## config.mk

```make
export PLATFORM = sky130hd
export DESIGN_NAME = spi_slave_flat
export DESIGN_NICKNAME = d
export VERILOG_FILES = /design/src/rtl/spi_slave_if.sv /design/src/rtl/spi_slave.sv /design/src/flat_wrapper.sv
export SDC_FILE = /design/constraint.sdc
export NUM_CORES = 1
export LEC_CHECK = 0
export BUFFER_PORTS_ARGS = -buffer_cell sky130_fd_sc_hd__buf_2
export CAP_MARGIN = 20
export CORE_ASPECT_RATIO = 0.5
export CORE_MARGIN = 4
export CORE_UTILIZATION = 55
export CTS_CLUSTER_DIAMETER = 80
export DETAILED_ROUTE_END_ITERATION = 7
export PLACE_DENSITY = 0.82
export SLEW_MARGIN = 20
export SYNTH_ARGS = -nofsm -noshare
export SYNTH_HDL_FRONTEND = slang
export SYNTH_SLANG_ARGS = --single-unit
```

## constraint.sdc

```tcl
create_clock -name clk -period 2 [get_ports clk]
set_input_delay 0.3 -clock clk [delete_from_list [all_inputs] [get_ports clk]]
set_output_delay 0.3 -clock clk [all_outputs]
set_load 0.05 [all_outputs]
```

## src/rtl/spi_slave_if.sv

```systemverilog
// SPI slave bus bundle: the external SPI pins plus the transmit handshake
// and the receive-side status signals of the slave.
interface spi_slave_if #(
    parameter int DATA_WIDTH = 8
);
    // SPI link pins
    logic                  sck;
    logic                  ss_n;
    logic                  mosi;
    logic                  miso;
    logic                  miso_oe;
    // transmit buffer handshake
    logic [DATA_WIDTH-1:0] tx_data;
    logic                  tx_valid;
    logic                  tx_ready;
    logic                  tx_underrun;
    // receive side
    logic [DATA_WIDTH-1:0] data_out;
    logic                  new_data;
    logic                  busy;

    modport slave (
        input  sck, ss_n, mosi, tx_data, tx_valid,
        output miso, miso_oe, tx_ready, tx_underrun, data_out, new_data, busy
    );

    modport master (
        output sck, ss_n, mosi, tx_data, tx_valid,
        input  miso, miso_oe, tx_ready, tx_underrun, data_out, new_data, busy
    );
endinterface

```

## src/rtl/spi_slave.sv

```systemverilog
// SPI mode-0 slave, MSB first. The external sck/ss_n/mosi are oversampled in
// the clk domain. Received words appear on data_out with a one-cycle new_data
// strobe. Reply words come from a one-entry buffer filled over valid/ready.
module spi_slave #(
    parameter int DATA_WIDTH  = 8,
    parameter int SYNC_STAGES = 2
) (
    input  logic       clk,
    input  logic       rst,
    spi_slave_if.slave bus
);
    localparam int CNT_W = (DATA_WIDTH > 2) ? $clog2(DATA_WIDTH) : 1;
    localparam logic [CNT_W-1:0] LAST_BIT = CNT_W'(DATA_WIDTH - 1);

    typedef enum logic {
        IDLE,
        ACTIVE
    } state_t;

    // synchronizer chains; the top bit of each chain is the usable value
    logic [SYNC_STAGES-1:0] sck_sync;
    logic [SYNC_STAGES-1:0] ss_n_sync;
    logic [SYNC_STAGES-1:0] mosi_sync;
    logic                   sck_prev;

    logic sck_s;
    logic ss_n_s;
    logic mosi_s;
    logic sck_rise;
    logic sck_fall;

    // FSM and datapath state
    state_t                 state;
    logic [DATA_WIDTH-1:0]  shift_rx;
    logic [DATA_WIDTH-1:0]  shift_tx;
    logic [CNT_W-1:0]       bit_cnt;
    logic                   byte_done;
    logic                   rx_done;

    // one-entry transmit buffer
    logic [DATA_WIDTH-1:0]  buf_data;
    logic                   buf_full;
    logic                   tx_load;
    logic [DATA_WIDTH-1:0]  load_value;
    logic                   tx_accept;

    // registered outputs
    logic [DATA_WIDTH-1:0]  data_out_r;
    logic                   new_data_r;
    logic                   busy_r;
    logic                   miso_r;
    logic                   miso_oe_r;
    logic                   tx_underrun_r;

    assign sck_s  = sck_sync[SYNC_STAGES-1];
    assign ss_n_s = ss_n_sync[SYNC_STAGES-1];
    assign mosi_s = mosi_sync[SYNC_STAGES-1];

    assign sck_rise = ~sck_prev & sck_s;
    assign sck_fall = sck_prev & ~sck_s;

    // A word is pulled out of the buffer when the slave gets selected and on
    // the falling sck edge that follows a completed word.
    assign tx_load    = ((state == IDLE) && !ss_n_s) ||
                        ((state == ACTIVE) && !ss_n_s && sck_fall && byte_done);
    assign load_value = buf_full ? buf_data : '0;
    assign tx_accept  = bus.tx_valid & ~buf_full;

    assign bus.tx_ready    = ~buf_full;
    assign bus.data_out    = data_out_r;
    assign bus.new_data    = new_data_r;
    assign bus.busy        = busy_r;
    assign bus.miso        = miso_r;
    assign bus.miso_oe     = miso_oe_r;
    assign bus.tx_underrun = tx_underrun_r;

    // Synchronize the asynchronous SPI pins and keep the previous sck sample
    // for edge detection. Resets to the deselected, clock-low bus state.
    always_ff @(posedge clk) begin
        // NOTE: state is updated with non-blocking assignments so every flop
        // in the chain samples its predecessor's value from before the edge.
        if (rst) begin
            sck_sync  <= '0;
            ss_n_sync <= '1;
            mosi_sync <= '0;
            sck_prev  <= 1'b0;
        end else begin
            sck_sync  <= {sck_sync[SYNC_STAGES-2:0], bus.sck};
            ss_n_sync <= {ss_n_sync[SYNC_STAGES-2:0], bus.ss_n};
            mosi_sync <= {mosi_sync[SYNC_STAGES-2:0], bus.mosi};
            sck_prev  <= sck_s;
        end
    end

    // Transmit buffer: filled by the handshake, emptied by a load. A load and
    // an accept never collide because accept needs the buffer empty.
    always_ff @(posedge clk) begin
        if (rst) begin
            buf_data <= '0;
            buf_full <= 1'b0;
        end else if (tx_accept) begin
            buf_data <= bus.tx_data;
            buf_full <= 1'b1;
        end else if (tx_load) begin
            buf_full <= 1'b0;
        end
    end

    // Transfer FSM with shift registers, bit counter and registered outputs.
    always_ff @(posedge clk) begin
        if (rst) begin
            state         <= IDLE;
            shift_rx      <= '0;
            shift_tx      <= '0;
            bit_cnt       <= '0;
            byte_done     <= 1'b0;
            rx_done       <= 1'b0;
            data_out_r    <= '0;
            new_data_r    <= 1'b0;
            busy_r        <= 1'b0;
            miso_r        <= 1'b0;
            miso_oe_r     <= 1'b0;
            tx_underrun_r <= 1'b0;
        end else begin
            new_data_r    <= 1'b0;
            tx_underrun_r <= 1'b0;
            rx_done       <= 1'b0;

            // a word completed last cycle is published even if ss_n has
            // risen in between
            if (rx_done) begin
                data_out_r <= shift_rx;
                new_data_r <= 1'b1;
            end

            case (state)
                IDLE: begin
                    if (!ss_n_s) begin
                        state         <= ACTIVE;
                        busy_r        <= 1'b1;
                        miso_oe_r     <= 1'b1;
                        shift_tx      <= load_value;
                        miso_r        <= load_value[DATA_WIDTH-1];
                        tx_underrun_r <= ~buf_full;
                        bit_cnt       <= '0;
                        byte_done     <= 1'b0;
                    end
                end

                ACTIVE: begin
                    if (ss_n_s) begin
                        // deselect: partial word and loaded reply are dropped
                        state     <= IDLE;
                        busy_r    <= 1'b0;
                        miso_oe_r <= 1'b0;
                        miso_r    <= 1'b0;
                        bit_cnt   <= '0;
                        byte_done <= 1'b0;
                    end else if (sck_rise) begin
                        shift_rx <= {shift_rx[DATA_WIDTH-2:0], mosi_s};
                        if (bit_cnt == LAST_BIT) begin
                            bit_cnt   <= '0;
                            byte_done <= 1'b1;
                            rx_done   <= 1'b1;
                        end else begin
                            bit_cnt <= bit_cnt + 1'b1;
                        end
                    end else if (sck_fall) begin
                        if (byte_done) begin
                            shift_tx      <= load_value;
                            miso_r        <= load_value[DATA_WIDTH-1];
                            tx_underrun_r <= ~buf_full;
                            byte_done     <= 1'b0;
                        end else begin
                            shift_tx <= shift_tx << 1;
                            miso_r   <= shift_tx[DATA_WIDTH-2];
                        end
                    end
                end

                default: state <= IDLE;
            endcase
        end
    end
endmodule

```

## src/flat_wrapper.sv

```systemverilog
// flat-port wrapper written by rule: the top's interface ports become plain ports
module spi_slave_flat 
#(
    parameter int DATA_WIDTH  = 8,
    parameter int SYNC_STAGES = 2
)
  (clk, rst, bus_sck, bus_ss_n, bus_mosi, bus_tx_data, bus_tx_valid, bus_miso, bus_miso_oe, bus_tx_ready, bus_tx_underrun, bus_data_out, bus_new_data, bus_busy);
  spi_slave_if #(.DATA_WIDTH(DATA_WIDTH)) bus_i ();
  input  logic clk;
  input  logic rst;
  input wire logic [$bits(bus_i.sck)-1:0] bus_sck;
  input wire logic [$bits(bus_i.ss_n)-1:0] bus_ss_n;
  input wire logic [$bits(bus_i.mosi)-1:0] bus_mosi;
  input wire logic [$bits(bus_i.tx_data)-1:0] bus_tx_data;
  input wire logic [$bits(bus_i.tx_valid)-1:0] bus_tx_valid;
  output wire logic [$bits(bus_i.miso)-1:0] bus_miso;
  output wire logic [$bits(bus_i.miso_oe)-1:0] bus_miso_oe;
  output wire logic [$bits(bus_i.tx_ready)-1:0] bus_tx_ready;
  output wire logic [$bits(bus_i.tx_underrun)-1:0] bus_tx_underrun;
  output wire logic [$bits(bus_i.data_out)-1:0] bus_data_out;
  output wire logic [$bits(bus_i.new_data)-1:0] bus_new_data;
  output wire logic [$bits(bus_i.busy)-1:0] bus_busy;
  assign bus_i.sck = bus_sck;
  assign bus_i.ss_n = bus_ss_n;
  assign bus_i.mosi = bus_mosi;
  assign bus_i.tx_data = bus_tx_data;
  assign bus_i.tx_valid = bus_tx_valid;
  assign bus_miso = bus_i.miso;
  assign bus_miso_oe = bus_i.miso_oe;
  assign bus_tx_ready = bus_i.tx_ready;
  assign bus_tx_underrun = bus_i.tx_underrun;
  assign bus_data_out = bus_i.data_out;
  assign bus_new_data = bus_i.new_data;
  assign bus_busy = bus_i.busy;
  spi_slave #(.DATA_WIDTH(DATA_WIDTH), .SYNC_STAGES(SYNC_STAGES)) u_core (.clk(clk), .rst(rst), .bus(bus_i));
endmodule
```

* After elaboration in Yosys (flattened, before gate mapping)
Index checks and enable logic that the tools add are counted.
Word-level totals: register bits after elaboration 49, input port bits 14, output and inout port bits 14, word-level logic and storage cells 90
Operators by class: add/subtract/negate cells 1, equal/unequal tests 11, multiplexer cells 38, bitwise logic cells 9, reduce and logical (&&, ||, !) cells 14
Operator list (number):
- $mux 7 | 5
- $mux 1 | 22
- $pmux 7 s2 | 1
- $mux 3 | 4
- $reduce_and 3->1 | 3
- $mux 8 | 1
- $pmux 1 s2 | 4
- $ne 2x2->1 const B | 3
- $ne 3x1->1 const B | 2
- $not 1->1 | 6
- $pmux 3 s2 | 1
- $logic_and 1x1->1 | 4
- $ne 2x1->1 const B | 2
- $ne 4x1->1 const B | 1
- $ne 4x3->1 const B | 1
- $reduce_and 2->1 | 2
- $reduce_and 4->1 | 1
- $reduce_or 4->1 | 1
- $add 3x1->3 const B | 1
- $and 1x1->1 | 3
- $eq 3x3->1 const B | 1
- $ne 3x2->1 const B | 1
- $reduce_bool 2->1 | 1
- $logic_not 1->1 | 1
- $logic_or 1x1->1 | 1

* Logic depth before layout (Yosys ltp)
Gate-level depths: netlist of run 1.
depth after elaboration 7, gate-level depth with buffers 6, depth with buffers taken out 5

* Worst setup path after synthesis of run 1
Ideal clock, no wire load.
path type register to register, start point reg u_core.ss_n_sync[1], end point reg u_core.shift_tx[3], setup time 0.088 ns, data arrival time 1.433 ns, data required time 1.912 ns, path slack 0.479 ns, cell stages (with the launch flop) 7, buffers on the path 1, period minus slack after synthesis 1.521 ns, cell sequence dfxtp_1 -> ha_1 -> or3_4 -> o31ai_4 -> buf_6 -> nor2_1 -> a311oi_2
Between the ends: word-level cells in the longest chain between the ends 2, elaborated cells between the ends (all ways) 3, classes of those cells eq/ne: 2; reduce/logical: 1
Ends and longest elaborated chain:
- start, declared | line spi_slave.sv:22 | logic [SYNC_STAGES-1:0] ss_n_sync;
- start signal, assigned | line spi_slave.sv:89 | ss_n_sync <= {ss_n_sync[SYNC_STAGES-2:0], bus.ss_n};
- $ne 2x2->1 (no line)
- $reduce_and 4->1 (no line) *
- end signal, assigned | line spi_slave.sv:142 | shift_tx <= load_value;
- end signal, assigned | line spi_slave.sv:170 | shift_tx <= load_value;
- end signal, assigned | line spi_slave.sv:175 | shift_tx <= shift_tx << 1;
- end, declared | line spi_slave.sv:35 | logic [DATA_WIDTH-1:0] shift_tx;
Mark *: on every way between the ends. The rest lies on a longest branch, timed or not. A chain may end at the register's enable or synchronous reset.

* Worst setup path in the final report of run 1
start point reg u_core.state, end point reg u_core.shift_tx[2]
Between the ends: word-level cells in the longest chain between the ends 3, elaborated cells between the ends (all ways) 7, classes of those cells eq/ne: 4; mux: 1; bitwise: 1; reduce/logical: 1
Ends and longest elaborated chain:
- start, declared | line spi_slave.sv:33 | state_t state;
- start signal, assigned | line spi_slave.sv:112 | state <= IDLE;
- start signal, assigned | line spi_slave.sv:139 | state <= ACTIVE;
- start signal, assigned | line spi_slave.sv:153 | state <= IDLE;
- $not 1->1 | line spi_slave.sv:136 | case (state)
- $ne 2x2->1 (no line)
- $reduce_and 4->1 (no line)
Several ways; a longest one is shown, not always the timed one.

==> reports/qor.yml, run 1 <==
outcome:
  status: "complete, no violations"
clocking:
  cts_resized: 0
  cts_buffer_depth: 2
  cts_tree: "built"
  h-tree-depth: 2
  clkTransAtPathRegs_ns: 0.09
  cts_buffers: 5
  clock_latency_ns: 0.30
  clock_sinks: 49
  hold_buffers: 0
  cts-root-buf: "clkbuf_8"
  postCtsSetupBuffers: 0
timing:
  fmaxAchievable_mhz: 567
  finClkSkew_ns: 0.00570
  setup-tns-final_ns: 0
  max_slew_margin: 0.614
  period_share: 0.882
  slew_violations: 0
  worstMarginPinSlew_ns: 0.579
  rsz0062_at_grt: "false"
  hold_viol_final: 0
  setup_viol: 0
  period_minus_slack_ns: 1.76
yosys:
  synthTopCellsByArea: "dfxtp_1 51%, nand2_1 6.6%, a21oi_1 5.5%, nand3_1 4.4%, mux2i_1 4.2%"
  yosysSeqAreaShare: 0.511
  syn_inst: 211
  avgSynthCellArea_um2: 9.10
  syn_area_mm2: 0.00192
  ys_seq_elements: 49
  yosysUniqueCellTypes: 32
  synth_top_area_frac: 0.511
  synth_warnings: 0
  syn_nets: 231
  synth_top_area_cell: "dfxtp_1"
routing:
  dr_wl_met2_um: 1690
  drc: 0
  firstDrtPassIters: 4
  detail_route.wirelength.met1_um: 1720
  topRoutingLayerUsed: "met4"
  ant_nets: 0
  drt-vias-per-instance: 5.27
  first_iter_violations: 46
  wl_per_cell_um: 12.5
  vias: 1497
  routed_wl_um: 3560
  dr_wl_met3_um: 144
placed_design:
  io_buffers: 27
  place_hpwl_um: 2550
  routabilityCongestion: 0.881
  placedCellCount: 276
  placed_cell_area_mm2: 0.00207
job:
  cap_violations: 0
global_route:
  antenna_found_initial: 0
  grt_pass1_vias: 1392
  grt_max_degree: 19
  overflow: 0
  grt_pass1_wl_um: 5980
  grt_use_total: 0.163
power_and_ir_drop:
  p_leak_uw: 0.000854
  worst_ir_drop_vdd_mv: 0.561
  p_per_area_mw_per_mm2: 859
  intPower_uw: 1460
  pwr-share-seq: 0.543
  netSwitchingFraction: 0.227
  p_sw_uw: 427
  combPwrFrac: 0.071
  clkPwrFrac: 0.386
die:
  core_region_area_mm2: 0.00317
  rows: 14
  initial_core_util: 0.606
  dieWidth_um: 91.6
  fp.dieArea_mm2: 0.00456
  ioPinCount: 28
  die_h_um: 49.8
cells_and_area:
  synthToLayoutAreaGrowth_pct: 14.2
  stdcell_area_mm2: 0.00219
  final_util: 0.692
  drive_gt1_frac: 0.195
  fill_cells: 229
  layout.cells.most_common: "dfxtp_1"
  mostFrequentLayoutCells: "49 x dfxtp_1, 34 x nand2_1, 27 x buf_2"
  layout.nets: 255
  n_antenna_cell: 0
  final_cells: 284
hold_path:
  holdPathEnd: "u_core.ss_n_sync[0]$_SDFF_PP1_"
  hp-class: "input pin to flip-flop"
  holdCritStartpoint: "bus_ss_n"
  hold_depth: 2
setup_path:
  cp_data_required_time_ns: 2.20
  critPathKind: "flip-flop to flip-flop"
  ff2ff_setup_slack_ns: 0.24
  end_kind: "flip-flop"
  r2r_end: "u_core.shift_tx[2]$_SDFFE_PP0P_"
  cp-start-kind: "flip-flop"
  timing.rr.start: "u_core.state$_SDFF_PP0_"
  critPathMaxFanout: 14
  crit_arrival_ns: 1.97
  reg2reg_depth: 4
-- area by class of cell --
type	count	area, um2	share of cell area
timing repair buffer	30	158	0.0719
multi-input combinational	144	853	0.389
inverter	5	21.3	0.00970
tap	48	60.1	0.0274
sequential	49	981	0.447
clock buffer	6	82.6	0.0376
clock inverter	2	37.5	0.0171
-- power by group through the flow --
stage / clock network (uW) / registers [uW] / logic (uW)
CTS: 738 / 1020 / 135
detailed placement: 0 / 1050 / 134
global route: 788 / 1030 / 148
global placement: 0 / 1040 / 130
floorplan: 0 / 1050 / 96.6
finish: 726 / 1020 / 134
-- metrics by stage --
stage          power [uW]  worst slack [ns]  hold slack [ns]
3_5_place_dp         1180             0.252            0.400
6_report             1880             0.236            0.179
5_1_grt              1960            0.0455            0.181
2_1_floorplan        1140             0.479            0.389
4_1_cts              1900             0.233            0.175
3_3_place_gp         1170             0.382            0.397
-- critical path, stage by stage, from the launching register on --
cell	delay [ns]
dfxtp_1	0.45
ha_1	0.31
o31ai_4	0.54
nor2_1	0.09
a311oi_1	0.27
-- worst max path at each step --
stage                                        start                              end  slack [ns]  cells past startpoint
floorplan           u_core.ss_n_sync[1]$_SDFF_PP1_  u_core.shift_tx[3]$_SDFFE_PP0P_        0.48                      6
global placement           u_core.state$_SDFF_PP0_  u_core.shift_tx[4]$_SDFFE_PP0P_        0.38                      4
detailed placement         u_core.state$_SDFF_PP0_  u_core.shift_tx[6]$_SDFFE_PP0P_        0.25                      4
CTS                        u_core.state$_SDFF_PP0_  u_core.shift_tx[2]$_SDFFE_PP0P_        0.23                      4
global route               u_core.state$_SDFF_PP0_  u_core.shift_tx[1]$_SDFFE_PP0P_        0.05                      4
finish                     u_core.state$_SDFF_PP0_  u_core.shift_tx[2]$_SDFFE_PP0P_        0.24                      4
-- kinds of logic (layout without fill, tap and decap cells) --
logic type	after synthesis	in the layout	synth area share
adder cells (fa/ha/maj)	6	6	0.0391
AND/OR/NAND/NOR	93	93	0.225
buffers and inverters	18	43	0.0449
multiplexers	8	8	0.0417
flip-flops	49	49	0.511
AO/OA/AOI/OAI	37	37	0.138
-- layer usage --
layer  global-route usage  up-vias
met5                    0        -
met4               0.0625        0
met3               0.0486        2
met2                0.268       30
met1                0.203      700
li1                     -      765
-- cell usage after synthesis, drive strengths merged --
cell	instances
nand2	34
or2b	2
a211oi	1
dfxtp	49
a21oi	21
o311ai	1
a311o	1
o21ai	3
nand3	17
or2	2
ha	6
buf	6
mux2i	8
nor3	1
nand4	1
and4	1
nor2	21
and3	1
o31ai	1
a311oi	7
nand2b	2
and2b	1
clkbuf	7
nor2b	9
or3	1
inv	5
a32oi	2
-- registers in the layout (all words and copies together) (netlist names) --
register,count
u_core.shift_rx,8
u_core.sck_prev,1
u_core.bus.new_data,1
u_core.sck_sync,2
u_core.state,1
u_core.bit_cnt,3
u_core.bus.tx_underrun,1
u_core.shift_tx,7
u_core.byte_done,1
u_core.bus.data_out,8
u_core.ss_n_sync,2
u_core.mosi_sync,2
u_core.rx_done,1
u_core.buf_full,1
u_core.bus.miso,1
u_core.buf_data,8
u_core.bus.busy,1
Power figures use the tool's default switching activity.
==> inputs of run 2 (changes only) <==
--- a/config.mk
+++ b/config.mk
@@ -12,7 +12,7 @@
 export CORE_UTILIZATION = 55
 export CTS_CLUSTER_DIAMETER = 80
 export DETAILED_ROUTE_END_ITERATION = 7
-export PLACE_DENSITY = 0.82
+export PLACE_DENSITY = 0.77
 export SLEW_MARGIN = 20
 export SYNTH_ARGS = -nofsm -noshare
 export SYNTH_HDL_FRONTEND = slang
==> run 2 against run 1 <==
Total power is 5.8% higher. Register-to-register slack hardly changed. Via count is 3.4% lower. Clock power is 15% higher. Clock-buffer cell count is 1 lower. Utilization is 0.32 points higher. Sequential power hardly changed. Maximum frequency is 0.60% higher. Global-route usage is 0.099 points higher. Worst setup slack better by 0.011 ns. Design area is 0.46% higher. Final cell count is 0.35% lower. Highest routed layer unchanged.
==> reports/qor.yml, run 2 (same netlist as run 1, synthesis figures left out) <==
global_route:
  grt_pass1_wl_um: 5970
  grt_max_degree: 40
  grt_use_total: 0.164
  antenna_found_initial: 0
  overflow: 0
  grt_pass1_vias: 1413
job:
  cap_violations: 0
die:
  die_h_um: 49.8
  rows: 14
  fp.dieArea_mm2: 0.00456
  initial_core_util: 0.606
  ioPinCount: 28
  dieWidth_um: 91.6
  core_region_area_mm2: 0.00317
placed_design:
  io_buffers: 27
  routabilityCongestion: 0.825
  placedCellCount: 275
  place_hpwl_um: 2350
timing:
  period_share: 0.877
  period_minus_slack_ns: 1.75
  max_slew_margin: 0.608
  setup-tns-final_ns: 0
  finClkSkew_ns: 0.00903
  hold_viol_final: 0
  worstMarginPinSlew_ns: 0.587
  setup_viol: 0
  slew_violations: 0
  timing.hold.ws_ns: 0.175
  rsz0062_at_grt: "false"
  fmaxAchievable_mhz: 570
cells_and_area:
  drive_gt1_frac: 0.191
  final_cells: 283
  mostFrequentLayoutCells: "49 x dfxtp_1, 34 x nand2_1, 27 x buf_2"
  final_util: 0.695
  n_antenna_cell: 0
  synthToLayoutAreaGrowth_pct: 14.7
  layout.cells.most_common: "dfxtp_1"
  layout.nets: 254
power_and_ir_drop:
  fin_total_pwr_uw: 1990
  p_leak_uw: 0.000861
  p_per_area_mw_per_mm2: 904
  worst_ir_drop_vdd_mv: 0.461
setup_path:
  ff2ff_setup_slack_ns: 0.25
  cp-start-kind: "flip-flop"
  cp_data_required_time_ns: 2.22
  setup.worst_path.start: "u_core.state$_SDFF_PP0_"
  r2r_end: "u_core.shift_tx[3]$_SDFFE_PP0P_"
  timing.rr.start: "u_core.state$_SDFF_PP0_"
  critPathMaxFanout: 14
  reg2reg_depth: 4
  end_kind: "flip-flop"
  cp-endpoint: "u_core.shift_tx[3]$_SDFFE_PP0P_"
  critPathKind: "flip-flop to flip-flop"
  crit_arrival_ns: 1.98
clocking:
  cts_buffers: 5
  cts-root-buf: "clkbuf_8"
  clock_latency_ns: 0.31
  cts_resized: 0
  cts_buffer_depth: 2
  clkTransAtPathRegs_ns: 0.09
  hold_buffers: 0
  h-tree-depth: 2
  cts_tree: "built"
  clock_sinks: 49
  postCtsSetupBuffers: 0
routing:
  firstDrtPassIters: 5
  drc: 0
  first_iter_violations: 52
  routed_wl_um: 3470
  wl_per_cell_um: 12.3
  vias: 1446
  drt-vias-per-instance: 5.11
  ant_nets: 0
outcome:
  status: "complete, no violations"
hold_path:
  hp-class: "input pin to flip-flop"
run 2: worst max-delay path, stage by stage, from the launching register on:
cell,delay [ns]
dfxtp_1,0.45
ha_1,0.31
o31ai_4,0.55
nor2_1,0.11
a311oi_2,0.25
run 2: worst min path at each step:
stage | start | endpoint | slack (ns) | depth (start not counted)
after global routing | bus_ss_n | u_core.ss_n_sync[0]$_SDFF_PP1_ | 0.18 | 2
final | bus_ss_n | u_core.ss_n_sync[0]$_SDFF_PP1_ | 0.17 | 2
after detailed placement | u_core.ss_n_sync[0]$_SDFF_PP1_ | u_core.ss_n_sync[1]$_SDFF_PP1_ | 0.40 | 1
after floorplan | u_core.ss_n_sync[0]$_SDFF_PP1_ | u_core.ss_n_sync[1]$_SDFF_PP1_ | 0.39 | 1
after CTS | bus_ss_n | u_core.ss_n_sync[0]$_SDFF_PP1_ | 0.17 | 2
after global placement | u_core.ss_n_sync[0]$_SDFF_PP1_ | u_core.ss_n_sync[1]$_SDFF_PP1_ | 0.39 | 1
run 2: cell type report:
type | instances | area, um2
repair buffers | 29 | 150
flip-flops and latches | 49 | 981
multi-input cells | 144 | 853
inverters | 5 | 21.3
fillers | 263 | 967
well taps | 48 | 60.1
clock buffers | 5 | 68.8
clock inverters | 3 | 68.8
run 2: through the flow:
| step | setup slack [ns] | cell area [um2] |
|---|---|---|
| floorplan | 0.479 | 1920 |
| global placement | 0.371 | 2070 |
| detailed placement | 0.245 | 2070 |
| CTS | 0.240 | 2200 |
| global route | 0.103 | 2200 |
| finish | 0.247 | 2200 |
run 2: routing by layer:
metal,vias up,routed length [um],track usage,part of all wire
li1,764,-,-,-
met1,650,1680,0.198,0.48
met2,24,1550,0.270,0.45
met3,8,180,0.0532,0.052
met4,0,60,0.0750,0.017
met5,-,0,0,0
run 2: power by group:
part           total (uW)  switching (uW)  leakage [uW]  internal [uW]
Sequential           1020            20.6      0.000399           1000
Combinational         131            85.3      0.000393           46.1
Clock                 838             335     0.0000687            503
